==> config.mk <==
export PLATFORM = sky130hd
export DESIGN_NAME = eeg_chip_dat_rx_flat
export DESIGN_NICKNAME = d
export VERILOG_FILES = /design/src/rtl/eeg_chip_dat_rx_if.sv /design/src/rtl/eeg_chip_dat_rx.sv /design/src/flat_wrapper.sv
export SDC_FILE = /design/constraint.sdc
export NUM_CORES = 1
export LEC_CHECK = 0
export ABC_AREA = 1
export CAP_MARGIN = 10
export CORE_ASPECT_RATIO = 0.7
export CORE_MARGIN = 3
export CORE_UTILIZATION = 25
export CTS_CLUSTER_SIZE = 20
export DETAILED_ROUTE_END_ITERATION = 12
export GPL_ROUTABILITY_DRIVEN = 0
export HOLD_SLACK_MARGIN = 0.1
export SYNTH_ARGS = -nofsm -noshare
export SYNTH_HDL_FRONTEND = slang
export SYNTH_SLANG_ARGS = --single-unit
==> constraint.sdc <==
create_clock -name clk -period 8.8 [get_ports clk]
set_input_delay 1.76 -clock clk [delete_from_list [all_inputs] [get_ports clk]]
set_output_delay 1.76 -clock clk [all_outputs]
set_load 0.1 [all_outputs]
==> src/rtl/eeg_chip_dat_rx_if.sv <==
// Stream bundle between the chip_dat source and the receiver, plus the
// receiver's core-side FIFO output.
interface eeg_chip_dat_rx_if #(
  parameter int DAT_DW = 32
);
  logic              chip_dat_vld;
  logic              chip_dat_rdy;
  logic              chip_dat_lst;
  logic              chip_dat_cmd;
  logic [DAT_DW-1:0] chip_dat_dat;
  logic              core_dat_vld;
  logic              core_dat_rdy;
  logic              core_dat_lst;
  logic [DAT_DW-1:0] core_dat_dat;

  modport master (
    output chip_dat_vld, chip_dat_lst, chip_dat_cmd, chip_dat_dat, core_dat_rdy,
    input  chip_dat_rdy, core_dat_vld, core_dat_lst, core_dat_dat
  );

  modport slave (
    input  chip_dat_vld, chip_dat_lst, chip_dat_cmd, chip_dat_dat, core_dat_rdy,
    output chip_dat_rdy, core_dat_vld, core_dat_lst, core_dat_dat
  );
endinterface

==> src/rtl/eeg_chip_dat_rx.sv <==
// Chip-side chip_dat receiver: splits packets into config-write pulses
// (command) or a registered data FIFO (data), with error/packet counters.
module eeg_chip_dat_rx #(
  parameter int DAT_DW     = 32,
  parameter int FIFO_DEPTH = 8,
  parameter int CFG_AW     = 8
) (
  input  logic              clk,
  input  logic              rst,
  eeg_chip_dat_rx_if.slave  bus,
  output logic              cfg_wr_vld,
  output logic [CFG_AW-1:0] cfg_wr_addr,
  output logic [15:0]       cfg_wr_dat,
  input  logic              err_clr,
  output logic              err_cmd_mismatch,
  output logic [15:0]       dat_pkt_cnt,
  output logic [15:0]       cmd_pkt_cnt
);
  localparam int AW = $clog2(FIFO_DEPTH);

  typedef enum logic [1:0] {IDLE, CMD_PKT, DAT_PKT} state_t;

  state_t          state, state_nxt;
  logic            acc, beat_cmd, mismatch, push, pop;
  logic            fifo_full, fifo_empty;
  logic [AW-1:0]   wr_ptr, rd_ptr;
  logic [AW:0]     count;
  logic [DAT_DW:0] mem [FIFO_DEPTH];

  // rdy comes only from registered occupancy, never from vld/cmd
  assign fifo_full        = (count == (AW+1)'(FIFO_DEPTH));
  assign fifo_empty       = (count == '0);
  assign bus.chip_dat_rdy = !fifo_full;
  assign acc              = bus.chip_dat_vld && !fifo_full;
  assign push             = acc && !beat_cmd;
  assign pop              = !fifo_empty && bus.core_dat_rdy;
  assign bus.core_dat_vld = !fifo_empty;
  assign {bus.core_dat_lst, bus.core_dat_dat} = fifo_empty ? '0 : mem[rd_ptr];

  always_ff @(posedge clk) begin
    if (rst) state <= IDLE;
    else     state <= state_nxt;
  end

  // First beat picks the packet type; later beats are forced to it
  always_comb begin
    state_nxt = state;
    beat_cmd  = 1'b0;
    mismatch  = 1'b0;
    case (state)
      IDLE: begin
        beat_cmd = bus.chip_dat_cmd;
        if (acc && !bus.chip_dat_lst) state_nxt = bus.chip_dat_cmd ? CMD_PKT : DAT_PKT;
      end
      CMD_PKT: begin
        beat_cmd = 1'b1;
        mismatch = acc && !bus.chip_dat_cmd;
        if (acc && bus.chip_dat_lst) state_nxt = IDLE;
      end
      DAT_PKT: begin
        mismatch = acc && bus.chip_dat_cmd;
        if (acc && bus.chip_dat_lst) state_nxt = IDLE;
      end
      default: state_nxt = IDLE;
    endcase
  end

  always_ff @(posedge clk) begin
    if (push) mem[wr_ptr] <= {bus.chip_dat_lst, bus.chip_dat_dat};
  end

  always_ff @(posedge clk) begin
    if (rst) begin
      wr_ptr <= '0;
      rd_ptr <= '0;
      count  <= '0;
    end else begin
      if (push) wr_ptr <= wr_ptr + 1'b1;
      if (pop)  rd_ptr <= rd_ptr + 1'b1;
      case ({push, pop})
        2'b10:   count <= count + 1'b1;
        2'b01:   count <= count - 1'b1;
        default: ;
      endcase
    end
  end

  always_ff @(posedge clk) begin
    if (rst) begin
      cfg_wr_vld       <= 1'b0;
      cfg_wr_addr      <= '0;
      cfg_wr_dat       <= '0;
      err_cmd_mismatch <= 1'b0;
      dat_pkt_cnt      <= '0;
      cmd_pkt_cnt      <= '0;
    end else begin
      cfg_wr_vld <= acc && beat_cmd;
      if (acc && beat_cmd) begin
        cfg_wr_addr <= bus.chip_dat_dat[16+CFG_AW-1:16];
        cfg_wr_dat  <= bus.chip_dat_dat[15:0];
      end
      if (mismatch)     err_cmd_mismatch <= 1'b1;
      else if (err_clr) err_cmd_mismatch <= 1'b0;
      if (acc && bus.chip_dat_lst) begin
        if (beat_cmd) cmd_pkt_cnt <= cmd_pkt_cnt + 16'd1;
        else          dat_pkt_cnt <= dat_pkt_cnt + 16'd1;
      end
    end
  end
endmodule

==> src/flat_wrapper.sv <==
// flat-port wrapper written by rule: the top's interface ports become plain ports
module eeg_chip_dat_rx_flat 
#(
  parameter int DAT_DW     = 32,
  parameter int FIFO_DEPTH = 8,
  parameter int CFG_AW     = 8
)
  (clk, rst, cfg_wr_vld, cfg_wr_addr, cfg_wr_dat, err_clr, err_cmd_mismatch, dat_pkt_cnt, cmd_pkt_cnt, bus_chip_dat_vld, bus_chip_dat_lst, bus_chip_dat_cmd, bus_chip_dat_dat, bus_core_dat_rdy, bus_chip_dat_rdy, bus_core_dat_vld, bus_core_dat_lst, bus_core_dat_dat);
  eeg_chip_dat_rx_if #(.DAT_DW(DAT_DW)) bus_i ();
  input  logic clk;
  input  logic rst;
  output logic cfg_wr_vld;
  output logic [CFG_AW-1:0] cfg_wr_addr;
  output logic [15:0] cfg_wr_dat;
  input  logic err_clr;
  output logic err_cmd_mismatch;
  output logic [15:0] dat_pkt_cnt;
  output logic [15:0] cmd_pkt_cnt;
  input wire logic [$bits(bus_i.chip_dat_vld)-1:0] bus_chip_dat_vld;
  input wire logic [$bits(bus_i.chip_dat_lst)-1:0] bus_chip_dat_lst;
  input wire logic [$bits(bus_i.chip_dat_cmd)-1:0] bus_chip_dat_cmd;
  input wire logic [$bits(bus_i.chip_dat_dat)-1:0] bus_chip_dat_dat;
  input wire logic [$bits(bus_i.core_dat_rdy)-1:0] bus_core_dat_rdy;
  output wire logic [$bits(bus_i.chip_dat_rdy)-1:0] bus_chip_dat_rdy;
  output wire logic [$bits(bus_i.core_dat_vld)-1:0] bus_core_dat_vld;
  output wire logic [$bits(bus_i.core_dat_lst)-1:0] bus_core_dat_lst;
  output wire logic [$bits(bus_i.core_dat_dat)-1:0] bus_core_dat_dat;
  assign bus_i.chip_dat_vld = bus_chip_dat_vld;
  assign bus_i.chip_dat_lst = bus_chip_dat_lst;
  assign bus_i.chip_dat_cmd = bus_chip_dat_cmd;
  assign bus_i.chip_dat_dat = bus_chip_dat_dat;
  assign bus_i.core_dat_rdy = bus_core_dat_rdy;
  assign bus_chip_dat_rdy = bus_i.chip_dat_rdy;
  assign bus_core_dat_vld = bus_i.core_dat_vld;
  assign bus_core_dat_lst = bus_i.core_dat_lst;
  assign bus_core_dat_dat = bus_i.core_dat_dat;
  eeg_chip_dat_rx #(.DAT_DW(DAT_DW), .FIFO_DEPTH(FIFO_DEPTH), .CFG_AW(CFG_AW)) u_core (.clk(clk), .rst(rst), .bus(bus_i), .cfg_wr_vld(cfg_wr_vld), .cfg_wr_addr(cfg_wr_addr), .cfg_wr_dat(cfg_wr_dat), .err_clr(err_clr), .err_cmd_mismatch(err_cmd_mismatch), .dat_pkt_cnt(dat_pkt_cnt), .cmd_pkt_cnt(cmd_pkt_cnt));
endmodule
Word-level counts from Yosys, hierarchy flattened
Memory sizes are Yosys's and may differ from the RTL's. A register that Yosys moved wholly into a read port is not among the register bits.
Index checks and enable logic that the tools add are counted.
{"block": "word_totals", "regBits": 70, "ram_bits": 264, "inputBits": 39, "output_inout_bits": 93, "wordCells": 60, "mem_count": 1}
{"block": "op_classes", "add_sub_neg": 6, "eq_ne": 7, "n_mux": 14, "bitwise_logic": 1, "n_reduce_logical": 21}
{"name": "u_core.mem", "words": 8, "width": 33, "read_ports": 1, "rd_clocked_by_memory_dff": 1, "wr": 1, "line": "eeg_chip_dat_rx.sv:28", "source": "logic [DAT_DW:0] mem [FIFO_DEPTH];"}
{"operator": "2-to-1 mux 33 bit", "count": 1}
{"operator": "adder 16 x 1 -> 16 bit, second input constant", "count": 2}
{"operator": "logical AND 1 bit", "count": 8}
{"operator": "one-hot mux 4 bit (2 select lines)", "count": 1}
{"operator": "adder 3 x 1 -> 3 bit, second input constant", "count": 2}
{"operator": "2-to-1 mux 2 bit", "count": 3}
{"operator": "2-to-1 mux 3 bit", "count": 2}
{"operator": "AND reduction 2 bit", "count": 3}
{"operator": "zero test 1 bit", "count": 5}
{"operator": "adder 4 x 1 -> 4 bit, second input constant", "count": 1}
{"operator": "== test 2 x 1 -> 1 bit, second input constant", "count": 2}
{"operator": "== test 2 bit, second input constant", "count": 2}
{"operator": "== test 4 bit, second input constant", "count": 1}
{"operator": "zero test 4 bit", "count": 1}
{"operator": "2-to-1 mux 1 bit", "count": 4}
{"operator": "!= test 2 x 1 -> 1 bit, second input constant", "count": 2}
{"operator": "one-hot mux 1 bit (2 select lines)", "count": 2}
{"operator": "one-hot mux 2 bit (2 select lines)", "count": 1}
{"operator": "nonzero test 2 bit", "count": 2}
{"operator": "subtractor 4 x 1 -> 4 bit, second input constant", "count": 1}
{"operator": "zero test 2 bit", "count": 1}
{"operator": "OR reduction 2 bit", "count": 1}
{"operator": "inverter 1 bit", "count": 1}

Longest topological paths before layout
Gate-level depths: netlist (run 1).
{"block": "depth", "ltp_word": 6, "mapped_depth": 16, "ltp_nobuf": 16}

Worst setup path before layout (run 1)
Ideal clock, no wire load.
{"block": "synth_timing", "kind": "reg-to-output", "from": "register u_core.count[2]", "to": "output port bus_core_dat_dat[23]", "arrival_time_ns": 3.102, "required_ns": 7.040, "slack_ns": 3.938, "path_stages_with_launch": 6, "path_buffers": 1, "cell_sequence": "dfxtp_1 > inv_1 > nand3_2 > clkbuf_1 > o21ai_0 > nor2_1"}
{"block": "synth_via", "elab_chain_cells": 2}
{"element": "from (decl)", "line": "eeg_chip_dat_rx.sv:27", "source": "logic [AW:0] count;"}
{"element": "from (signal assigned)", "line": "eeg_chip_dat_rx.sv:81", "source": "2'b10: count <= count + 1'b1;"}
{"element": "from (signal assigned)", "line": "eeg_chip_dat_rx.sv:82", "source": "2'b01: count <= count - 1'b1;"}
{"element": "zero test 4 bit", "line": "eeg_chip_dat_rx.sv:32", "source": "assign fifo_empty = (count == '0);"}
{"element": "2-to-1 mux 33 bit", "line": "eeg_chip_dat_rx.sv:38", "source": "assign {bus.core_dat_lst, bus.core_dat_dat} = fifo_empty ? '0 : mem[rd_ptr];"}
{"element": "to (decl)", "line": "flat_wrapper.sv:27", "source": "output wire logic [$bits(bus_i.core_dat_dat)-1:0] bus_core_dat_dat;"}
No other way between the ends.

==> results of run 1 <==
==> cell usage after synthesis (all sizes together) <==
cell type	n	area (sq um)
a21boi	1	11.3
a21oi	62	310
buf	36	235
clkbuf	36	136
dfxtp	73	1460
edfxtp	264	7930
ha	10	125
inv	43	161
nand2	129	499
nand3	64	348
nand4	8	56.3
nor2	342	1360
nor3	1	5.00
o21a	1	7.51
o21ai	242	1210
xnor2	4	35.0
xor2	3	26.3
==> kinds of logic (layout without fill, tap and decap cells) <==
kind of cell | after synthesis | after routing
AO/OA/AOI/OAI | 306 | 306
XOR/XNOR | 7 | 7
adder cells (fa/ha/maj) | 10 | 10
buffers and inverters | 115 | 257
flip-flops | 337 | 337
AND/OR/NAND/NOR | 544 | 544
==> stage by stage <==
stage | std cells | util
after floorplan | 1319 | -
after global placement | 2121 | 0.293
after detailed placement | 2121 | 0.293
after CTS | 2191 | 0.316
after global routing | 2191 | 0.316
final | 2191 | 0.316
==> per-layer routing <==
layer	up-vias	wire (um)
li1	4782	-
met1	4707	17200
met2	205	17500
met3	56	1980
met4	4	683
met5	-	24
==> area by class of cell <==
type	count	share of cell area
Clock buffer	52	0.0609
Clock inverter	18	0.0104
Inverter	43	0.00955
Multi-Input combinational cell	867	0.237
Sequential cell	337	0.548
Tap cell	730	0.0532
Timing Repair Buffer	144	0.0818
==> worst min-delay path by stage <==
stage,from,to,slack (ps),cells past startpoint
finish,u_core.rd_ptr[2]$_SDFFE_PP0P_,flop,460,2
global route,u_core.cfg_wr_dat[4]$_SDFFE_PP0P_,u_core.cfg_wr_dat[4]$_SDFFE_PP0P_,490,2
CTS,u_core.rd_ptr[2]$_SDFFE_PP0P_,flop,460,2
detailed placement,u_core.rd_ptr[2]$_SDFFE_PP0P_,flop,450,2
global placement,u_core.rd_ptr[2]$_SDFFE_PP0P_,flop,450,2
floorplan,u_core.rd_ptr[2]$_SDFFE_PP0P_,flop,430,2
==> flip-flops by register name, indices dropped and copies added, names as in the netlist, named ones only <==
signal	count
u_core.count	4
u_core.cfg_wr_dat	16
u_core.cmd_pkt_cnt	16
u_core.mem	264
u_core.wr_ptr	3
u_core.err_cmd_mismatch	1
u_core.dat_pkt_cnt	16
u_core.rd_ptr	3
u_core.cfg_wr_vld	1
u_core.state	2
u_core.cfg_wr_addr	8
==> worst max-delay path, cell delays in order, from the launching register on <==
cell	delay, ps
dfxtp_4	510
inv_4	580
buf_4	630
o21ai_0	180
o21ai_0	90
o21ai_0	100
nor2_1	240
clkdlybuf4s50_1	1180
==> where the power goes <==
part / internal (W) / leakage, nW / total, W / switching [W]
Combinational: 0.000516 / 2.10 / 0.00233 / 0.00182
Sequential: 0.00185 / 2.98 / 0.00194 / 0.0000951
Clock: 0.000903 / 0.588 / 0.00156 / 0.000653
==> layout by cell type, fill, tap and decap left out, drive strengths merged <==
| cell | count |
|---|---|
| nor2 | 342 |
| edfxtp | 264 |
| o21ai | 242 |
| clkdlybuf4s50 | 130 |
| nand2 | 129 |
| dfxtp | 73 |
| nand3 | 64 |
| a21oi | 62 |
| clkbuf | 52 |
| inv | 44 |
| buf | 14 |
| clkinv | 13 |
| ha | 10 |
| nand4 | 8 |
| xnor2 | 4 |
| xor2 | 3 |
| clkinvlp | 2 |
| bufinv | 2 |
| o21a | 1 |
| a21boi | 1 |
| nor3 | 1 |
==> metrics.cfg, run 1 <==
[yosys]
seq_area_frac_synth = 0.675
synth_compound_area_frac = 0.111
ys.warnings.count = 0
ys_ff_latch = 337
synth.area.mux_share = 0
syn_area_sq_um = 13900
synthSimpleGateAreaFrac = 0.163
yosys.cell_types.count = 30
synth_cells = 1319
synth_nets = 1368
synthXorXnorAreaFrac = 0.00441
synth_top_family_by_area = simple AND/OR/NAND/NOR gates
syn_area_per_cell_sq_um = 10.6
synthAdderAreaFrac = 0.00899

[floorplan]
start_util = 0.256
die_h_um = 203
fp.coreArea_sq_um = 54400
die_area_sq_um = 58600
std_cell_rows = 71
io_pins = 132
die_w_um = 288

[clock_network]
clkSinkCount = 337
htree_levels = 2
ctsResizeCount = 0
cts_buffers = 38
postCtsSetupBuffers = 0
cts_tree = done
cts-hold-fix-buffers = 0
clkTransAtPathRegs_ps = 60
clockRootBuffer = clkbuf_16
clkLatencyLatePin_ps = 540
cts_buffer_depth = 3

[finish]
multi_input_area_sq_um = 4060
num-nets-final = 1480
drive_above_1_share = 0.0691
fin_area_sq_um = 17200
seq_area_sq_um = 9400
fillers = 5524
syn2layout_area_growth_pct = 23.3
diodes = 0

[worst_setup_path]
arrival_ps = 4090
r2r_cells = 13
crit_type = flop to output port
r2r-start = u_core.count[0]$_SDFFE_PP0P_
rrSetupSlack_ps = 5500
required_ps = 7040
crit_end = bus_core_dat_dat[13]
endpoint_kind = output port
startpoint_type = flop
critPathMaxFanout = 71
r2r-end = u_core.count[2]$_SDFFE_PP0P_

[global_route]
grt_usage = 0.125
grt_overflow = 0
grt_use_met1 = 0.171
grt_pass1_wl_um = 56600
antenna_found_initial = 2
grt_pass1_vias = 9240
grt_max_degree = 82
gr-max-usage-layer = met2
gr-usage-met3 = 0.0265
gr-usage-met2 = 0.202

[route]
route.detailed.wl_per_inst_um = 17.1
drc = 0
drtPass1Iterations = 5
drt_iter0_markers = 743
routed_wl_um = 37400
ant_nets = 0
vias = 9754
viasPerCell = 4.45

[timing]
setup_viol_count_final = 0
slew_headroom = 0.278
fin_crit_sh = 0.664
setup_ws_ps = 2950
post-route-min-period_ps = 5850
fin_tns_setup_ps = 0
hold_ws_ps = 455
timing.fmax_mhz = 171
slew_viol_final = 0
skew_ps = 24.1
worst_pin_slew_ps = 1080
final-hold-violation-count = 0
rsz0062_at_grt = false

[placed_design]
place_hpwl_um = 22000
dpl_worst_slack_ps = 3430
place_area_sq_um = 15900
io_buffers = 131

[power_and_ir_drop]
p_leak_nw = 5.67
vdd_drop_max_mv = 0.146
p_total_w = 0.00583
power_density_nw_per_um2 = 340

[status]
status = complete, no violations

[worst_hold_path]
hold_class = flop to flop

[flow_run]
max_cap_viol_count = 0

(Power assumes the default switching activity.)
==> run 2: changes to the inputs <==
==> constraint.sdc (replaced) <==
create_clock -name clk -period 5.7 [get_ports clk]
set_input_delay 1.14 -clock clk [delete_from_list [all_inputs] [get_ports clk]]
set_output_delay 1.14 -clock clk [all_outputs]
set_load 0.1 [all_outputs]
==> run 2 against run 1 <==
Effect of this change: first-iteration DRC count rose by 26%; sequential power rose by 55%; largest power group unchanged; register-to-register slack got worse by 3000 ps; via count increased by 1.3%; largest cell class unchanged.
==> metrics.cfg, run 2 (synthesized netlist as in run 1, its figures left out) <==
[power_and_ir_drop]
swShare = 0.446  ; was 0.440
vdd_drop_max_mv = 0.278  ; was 0.146 mV
power.switching_w = 0.00396  ; was 0.00256 W
p_clk_frac = 0.258  ; was 0.267
seq_power_share = 0.338  ; was 0.333
power_density_nw_per_um2 = 521  ; was 340 nW/um^2
p_leak_nw = 5.66  ; was 5.67 nW
p_int_w = 0.00493  ; was 0.00327 W
combinationalPowerShare = 0.405  ; was 0.400

[timing]
fin_crit_sh = 0.828
fin_tns_setup_ps = 0  ; unchanged
slew_viol_final = 0  ; unchanged
slew_headroom = 0.173  ; was 0.278
skew_ps = 15.4  ; was 24.1 ps
rsz0062_at_grt = false  ; unchanged
post-route-min-period_ps = 4720
setup_viol_count_final = 0  ; unchanged
worst_pin_slew_ps = 1240  ; was 1080 ps
final-hold-violation-count = 0  ; unchanged
timing.fmax_mhz = 212

[placed_design]
place_area_sq_um = 15800  ; was 15900 sq um
place_hpwl_um = 23000  ; was 22000 um
io_buffers = 131  ; unchanged

[route]
ant_nets = 0  ; unchanged
route.detailed.wl_per_inst_um = 17.2  ; was 17.1 um
drt_iter0_markers = 934  ; was 743
routed_wl_um = 37700  ; was 37400 um
viasPerCell = 4.53  ; was 4.45
drc = 0  ; unchanged
vias = 9884  ; was 9754
drtPass1Iterations = 5  ; unchanged

[clock_network]
clockRootBuffer = clkbuf_16  ; unchanged
htree_levels = 2  ; unchanged
clkTransAtPathRegs_ps = 60  ; about the same
cts_buffer_depth = 3  ; unchanged
clkLatencyLatePin_ps = 540  ; about the same
postCtsSetupBuffers = 0  ; unchanged
cts-hold-fix-buffers = 0  ; unchanged
clkSinkCount = 337  ; unchanged
ctsResizeCount = 0  ; unchanged
cts_tree = done  ; unchanged
cts_buffers = 37  ; was 38

[finish]
fin_area_sq_um = 17000  ; was 17200 sq um
num-nets-final = 1475  ; was 1480
regMostFlops = u_core.mem  ; unchanged
mostFrequentLayoutCells = 323 x nor2_1, 264 x edfxtp_1, 207 x o21ai_0, 127 x nand2_1, 108 x clkdlybuf4s50_1  ; was 323 x nor2_1, 264 x edfxtp_1, 207 x o21ai_0, 130 x clkdlybuf4s50_1, 127 x nand2_1
diodes = 0  ; unchanged
fillers = 5508  ; was 5524
drive_above_1_share = 0.0805  ; was 0.0691
largest_register_ffs = 264  ; unchanged
syn2layout_area_growth_pct = 22.5  ; was 23.3%
final_common_cell = nor2_1  ; unchanged

[global_route]
grt_max_degree = 89  ; was 82
antenna_found_initial = 2  ; unchanged
grt_usage = 0.125  ; about the same
grt_pass1_vias = 9235  ; was 9240
grt_overflow = 0  ; unchanged
grt_pass1_wl_um = 56300  ; was 56600 um

[flow_run]
max_cap_viol_count = 0  ; unchanged

[floorplan]
fp.coreArea_sq_um = 54400  ; unchanged
start_util = 0.256  ; unchanged
std_cell_rows = 71  ; unchanged
die_h_um = 203  ; unchanged
die_w_um = 288  ; unchanged
die_area_sq_um = 58600  ; unchanged
io_pins = 132  ; unchanged

[worst_setup_path]
required_ps = 4560  ; was 7040 ps
r2r-start = u_core.count[0]$_SDFFE_PP0P_  ; unchanged
crit_type = flop to output port  ; unchanged
arrival_ps = 3580  ; was 4090 ps
r2r-end = u_core.count[2]$_SDFFE_PP0P_  ; unchanged
rrSetupSlack_ps = 2550  ; was 5500 ps
r2r_cells = 13  ; unchanged
critPathMaxFanout = 74  ; was 71
endpoint_kind = output port  ; unchanged
startpoint_type = flop  ; unchanged

[worst_hold_path]
holdPathStages = 2  ; unchanged
min_to = u_core.dat_pkt_cnt[13]$_SDFFE_PP0P_
worstHoldStart = u_core.dat_pkt_cnt[13]$_SDFFE_PP0P_  ; was u_core.rd_ptr[2]$_SDFFE_PP0P_
hold_class = flop to flop  ; unchanged

[status]
status = complete, no violations  ; unchanged

## run 2: changes by cell type in the layout (fill, tap and decap cells not counted)
cell	delta
inv_6	+2
clkinv_2	+1
buf_12	+2
buf_16	+1
clkbuf_8	+5
buf_4	+15
clkbuf_16	-3
clkinv_8	-2
clkinv_1	-1
bufinv_16	-1
clkinvlp_4	-2
clkdlybuf4s50_1	-22
clkinv_4	-2
## run 2: area by class of cell
class / instances / area, sq um / area share
repair buffers: 140 / 1360 / 0.0800
clock inverters: 13 / 101 / 0.00595
inverters: 43 / 164 / 0.00962
flip-flops and latches: 337 / 9400 / 0.551
clock buffers: 54 / 1040 / 0.0610
multi-input cells: 867 / 4060 / 0.238
well taps: 730 / 913 / 0.0536
## run 2: worst max path at each step
stage	start	end	slack [ps]	cells after the start
floorplan	u_core.count[2]$_SDFFE_PP0P_	bus_core_dat_dat[23]	1460	5
global placement	bus_chip_dat_cmd	u_core.mem[5][19]$_DFFE_PP_	1640	6
CTS	flop	bus_core_dat_dat[23]	990	6
detailed placement	bus_chip_dat_cmd	u_core.mem[3][9]$_DFFE_PP_	1570	6
finish	flop	bus_core_dat_dat[23]	980	6
global route	flop	bus_core_dat_dat[23]	770	6
## run 2: power by group through the flow
stage	registers, W	logic (W)	clock network [W]
after CTS	0.00300	0.00363	0.00235
after global routing	0.00302	0.00385	0.00245
final	0.00300	0.00360	0.00229
after floorplan	0.00322	0.00252	0
after global placement	0.00304	0.00360	0
after detailed placement	0.00305	0.00362	0
## run 2: critical path, cell delays in order (launching register included)
cell and delay, ps:
dfxtp_4 530, inv_4 640, o21ai_0 190, o21ai_0 110, o21ai_0 90, nor2_1 220
clkdlybuf4s50_1 1170
## run 2: layer usage
layer / wire (um) / global-route usage / vias up
met5: 9 / 0 / -
met4: 782 / 0.0354 / 2
met3: 2410 / 0.0296 / 51
met2: 17000 / 0.198 / 259
met1: 17400 / 0.171 / 4793
li1: - / - / 4779
## run 2: per-stage QoR
step	hold slack (ps)	total power [W]	utilization	setup WS (ps)	instances
floorplan	433	0.00574	-	1460	1319
global placement	452	0.00664	0.291	1640	2114
detailed placement	454	0.00667	0.291	1570	2114
CTS	463	0.00898	0.312	988	2181
global route	479	0.00933	0.313	772	2184
finish	459	0.00888	0.313	982	2184
==> run 3: changes to the inputs <==
==> constraint.sdc (replaced) <==
create_clock -name clk -period 4.32 [get_ports clk]
set_input_delay 0.864 -clock clk [delete_from_list [all_inputs] [get_ports clk]]
set_output_delay 0.864 -clock clk [all_outputs]
set_load 0.1 [all_outputs]
==> run 3 against run 2 <==
Effect of this change: design area is 1.0% higher; highest routed layer unchanged; largest power group unchanged; sequential power rose by 31%; clock skew rose by 4.7 ps; critical endpoint is now bus_core_dat_dat[14]; sequential share of layout area shrank 0.55 points; combinational power increased by 34%; routed wire length shrank 2.8%; hold slack better by 1.9 ps; cell count grew 0.64%.
==> metrics.cfg, run 3 (synthesized netlist as in run 1, its figures left out) <==
[status]
status = complete, no violations  ; unchanged

[finish]
largest_register_ffs = 264  ; unchanged
diodes = 0  ; unchanged
syn2layout_area_growth_pct = 23.7  ; was 22.5%
drive_above_1_share = 0.0988  ; was 0.0805
final_common_cell = nor2_1  ; unchanged
fillers = 5504  ; was 5508
final_cells = 2198  ; was 2184
fin_area_sq_um = 17200  ; was 17000 sq um
multi_input_area_sq_um = 4060  ; unchanged
mostFrequentLayoutCells = 323 x nor2_1, 264 x edfxtp_1, 207 x o21ai_0, 127 x nand2_1, 96 x clkdlybuf4s50_1  ; was 323 x nor2_1, 264 x edfxtp_1, 207 x o21ai_0, 127 x nand2_1, 108 x clkdlybuf4s50_1
regMostFlops = u_core.mem  ; unchanged
seq_area_sq_um = 9400  ; unchanged
num-nets-final = 1488  ; was 1475

[power_and_ir_drop]
vdd_drop_max_mv = 0.350  ; was 0.278 mV
p_leak_nw = 5.77  ; was 5.66 nW
p_clk_frac = 0.265  ; was 0.258
power.switching_w = 0.00523  ; was 0.00396 W
p_total_w = 0.0119  ; was 0.00888 W
seq_power_share = 0.330  ; was 0.338
power_density_nw_per_um2 = 691  ; was 521 nW/um^2
swShare = 0.439  ; was 0.446
combinationalPowerShare = 0.405  ; about the same
p_int_w = 0.00667  ; was 0.00493 W

[worst_setup_path]
crit_type = flop to output port  ; unchanged
crit_cells = 7  ; was 6
r2r_cells = 13  ; unchanged
required_ps = 3460  ; was 4560 ps
slowest_delay_ps = 470  ; was 1170 ps
arrival_ps = 2780  ; was 3580 ps
crit_buf_inv = 3  ; was 2
slowest_stage = inv_4  ; was clkdlybuf4s50_1
r2r-start = u_core.count[0]$_SDFFE_PP0P_  ; unchanged
crit_end = bus_core_dat_dat[14]  ; was bus_core_dat_dat[23]
path_cells = inv_4 -> buf_4 -> nor2_1 -> o21ai_0 -> o21ai_0 -> nor2_1 -> buf_4  ; was inv_4 -> o21ai_0 -> o21ai_0 -> o21ai_0 -> nor2_1 -> clkdlybuf4s50_1
startpoint_type = flop  ; unchanged
r2r-end = u_core.count[2]$_SDFFE_PP0P_  ; unchanged
endpoint_kind = output port  ; unchanged
rrSetupSlack_ps = 1280  ; was 2550 ps
critPathMaxFanout = 64  ; was 74
cp_top_family = buffers and inverters  ; unchanged

[timing]
final-hold-violation-count = 0  ; unchanged
setup_viol_count_final = 0  ; unchanged
slew_viol_final = 0  ; unchanged
rsz0062_at_grt = false  ; unchanged
worst_pin_slew_ps = 1020  ; was 1240 ps
hold_ws_ps = 461  ; was 459 ps
fin_crit_sh = 0.843
timing.fmax_mhz = 275
skew_ps = 20.1  ; was 15.4 ps
slew_headroom = 0.316  ; was 0.173
fin_tns_setup_ps = 0  ; unchanged
post-route-min-period_ps = 3640

[worst_hold_path]
hold_class = flop to flop  ; unchanged

[route]
drc = 0  ; unchanged
routed_wl_um = 36600  ; was 37700 um
drt_iter0_markers = 784  ; was 934
vias = 9833  ; was 9884
drtPass1Iterations = 5  ; unchanged
viasPerCell = 4.47  ; was 4.53
route.detailed.wl_per_inst_um = 16.7  ; was 17.2 um
ant_nets = 0  ; unchanged

[floorplan]
die_area_sq_um = 58600  ; unchanged
die_w_um = 288  ; unchanged
fp.coreArea_sq_um = 54400  ; unchanged
die_h_um = 203  ; unchanged
std_cell_rows = 71  ; unchanged
start_util = 0.256  ; unchanged
io_pins = 132  ; unchanged

[clock_network]
htree_levels = 2  ; unchanged
postCtsSetupBuffers = 0  ; unchanged
clkSinkCount = 337  ; unchanged
cts_tree = done  ; unchanged
ctsResizeCount = 0  ; unchanged
cts-hold-fix-buffers = 0  ; unchanged
clockRootBuffer = clkbuf_16  ; unchanged
clkTransAtPathRegs_ps = 60  ; about the same
cts_buffers = 37  ; unchanged
cts_buffer_depth = 3  ; unchanged
clkLatencyLatePin_ps = 530  ; was 540 ps

[global_route]
grt_overflow = 0  ; unchanged
grt_pass1_vias = 9236  ; was 9235
grt_usage = 0.122  ; was 0.125
grt_max_degree = 133  ; was 89
grt_pass1_wl_um = 55900  ; was 56300 um
antenna_found_initial = 1  ; was 2

[flow_run]
max_cap_viol_count = 0  ; unchanged

[placed_design]
place_hpwl_um = 22500  ; was 23000 um
io_buffers = 131  ; unchanged
dp.cells = 2130  ; was 2114
place_area_sq_um = 16000  ; was 15800 sq um

[run 3: changes by cell type in the layout (fill, tap and decap cells not counted), moves of 3 or more]
cell	previous run	this run
buf_4	28	50
buf_12	2	6
clkbuf_8	5	2
clkinvlp_4	0	3
clkdlybuf4s50_1	108	96
[run 3: metal layers]
layer | GRT usage | up-vias | part of all wire
li1 | - | 4796 | -
met1 | 0.172 | 4806 | 0.47
met2 | 0.194 | 191 | 0.46
met3 | 0.0246 | 38 | 0.049
met4 | 0.0248 | 2 | 0.014
met5 | 0 | - | 0.00036
[run 3: layout make-up]
class | count | area share
timing repair buffer | 153 | 0.0849
clock buffer | 51 | 0.0605
multi-input combinational | 867 | 0.236
tap | 730 | 0.0531
clock inverter | 17 | 0.0102
sequential | 337 | 0.546
inverter | 43 | 0.00952
[run 3: stage by stage]
| stage | util | setup WS (ps) |
|---|---|---|
| 3_5_place_dp | 0.294 | 941 |
| 5_1_grt | 0.317 | 534 |
| 3_3_place_gp | 0.294 | 1010 |
| 2_1_floorplan | - | 354 |
| 4_1_cts | 0.317 | 674 |
| 6_report | 0.317 | 679 |
[run 3: worst register-to-register path, cell delays in order (launching register included)]
cell,delay (ps)
dfxtp_1,360
nor2_4,220
nand3_2,750
nand2_1,310
inv_1,180
ha_1,280
nand2_1,80
inv_1,60
nor2_1,140
ha_1,160
a21oi_1,50
xnor2_1,140
o21ai_0,150
inv_1,50
[run 3: worst min-delay path by stage]
stage | startpoint | end | cells past startpoint
finish | u_core.err_cmd_mismatch$_SDFFE_PP0P_ | u_core.err_cmd_mismatch$_SDFFE_PP0P_ | 2
global route | u_core.cfg_wr_dat[8]$_SDFFE_PP0P_ | u_core.cfg_wr_dat[8]$_SDFFE_PP0P_ | 2
global placement | u_core.rd_ptr[2]$_SDFFE_PP0P_ | flop | 2
floorplan | u_core.rd_ptr[2]$_SDFFE_PP0P_ | flop | 2
detailed placement | u_core.err_cmd_mismatch$_SDFFE_PP0P_ | u_core.err_cmd_mismatch$_SDFFE_PP0P_ | 2
CTS | u_core.err_cmd_mismatch$_SDFFE_PP0P_ | u_core.err_cmd_mismatch$_SDFFE_PP0P_ | 2
[run 3: power by group through the flow]
stage	clock network [W]	logic, W	registers (W)
after CTS	0.00324	0.00488	0.00393
after detailed placement	0	0.00487	0.00400
after global placement	0	0.00482	0.00399
after global routing	0.00336	0.00517	0.00396
after floorplan	0	0.00333	0.00425
final	0.00315	0.00482	0.00393
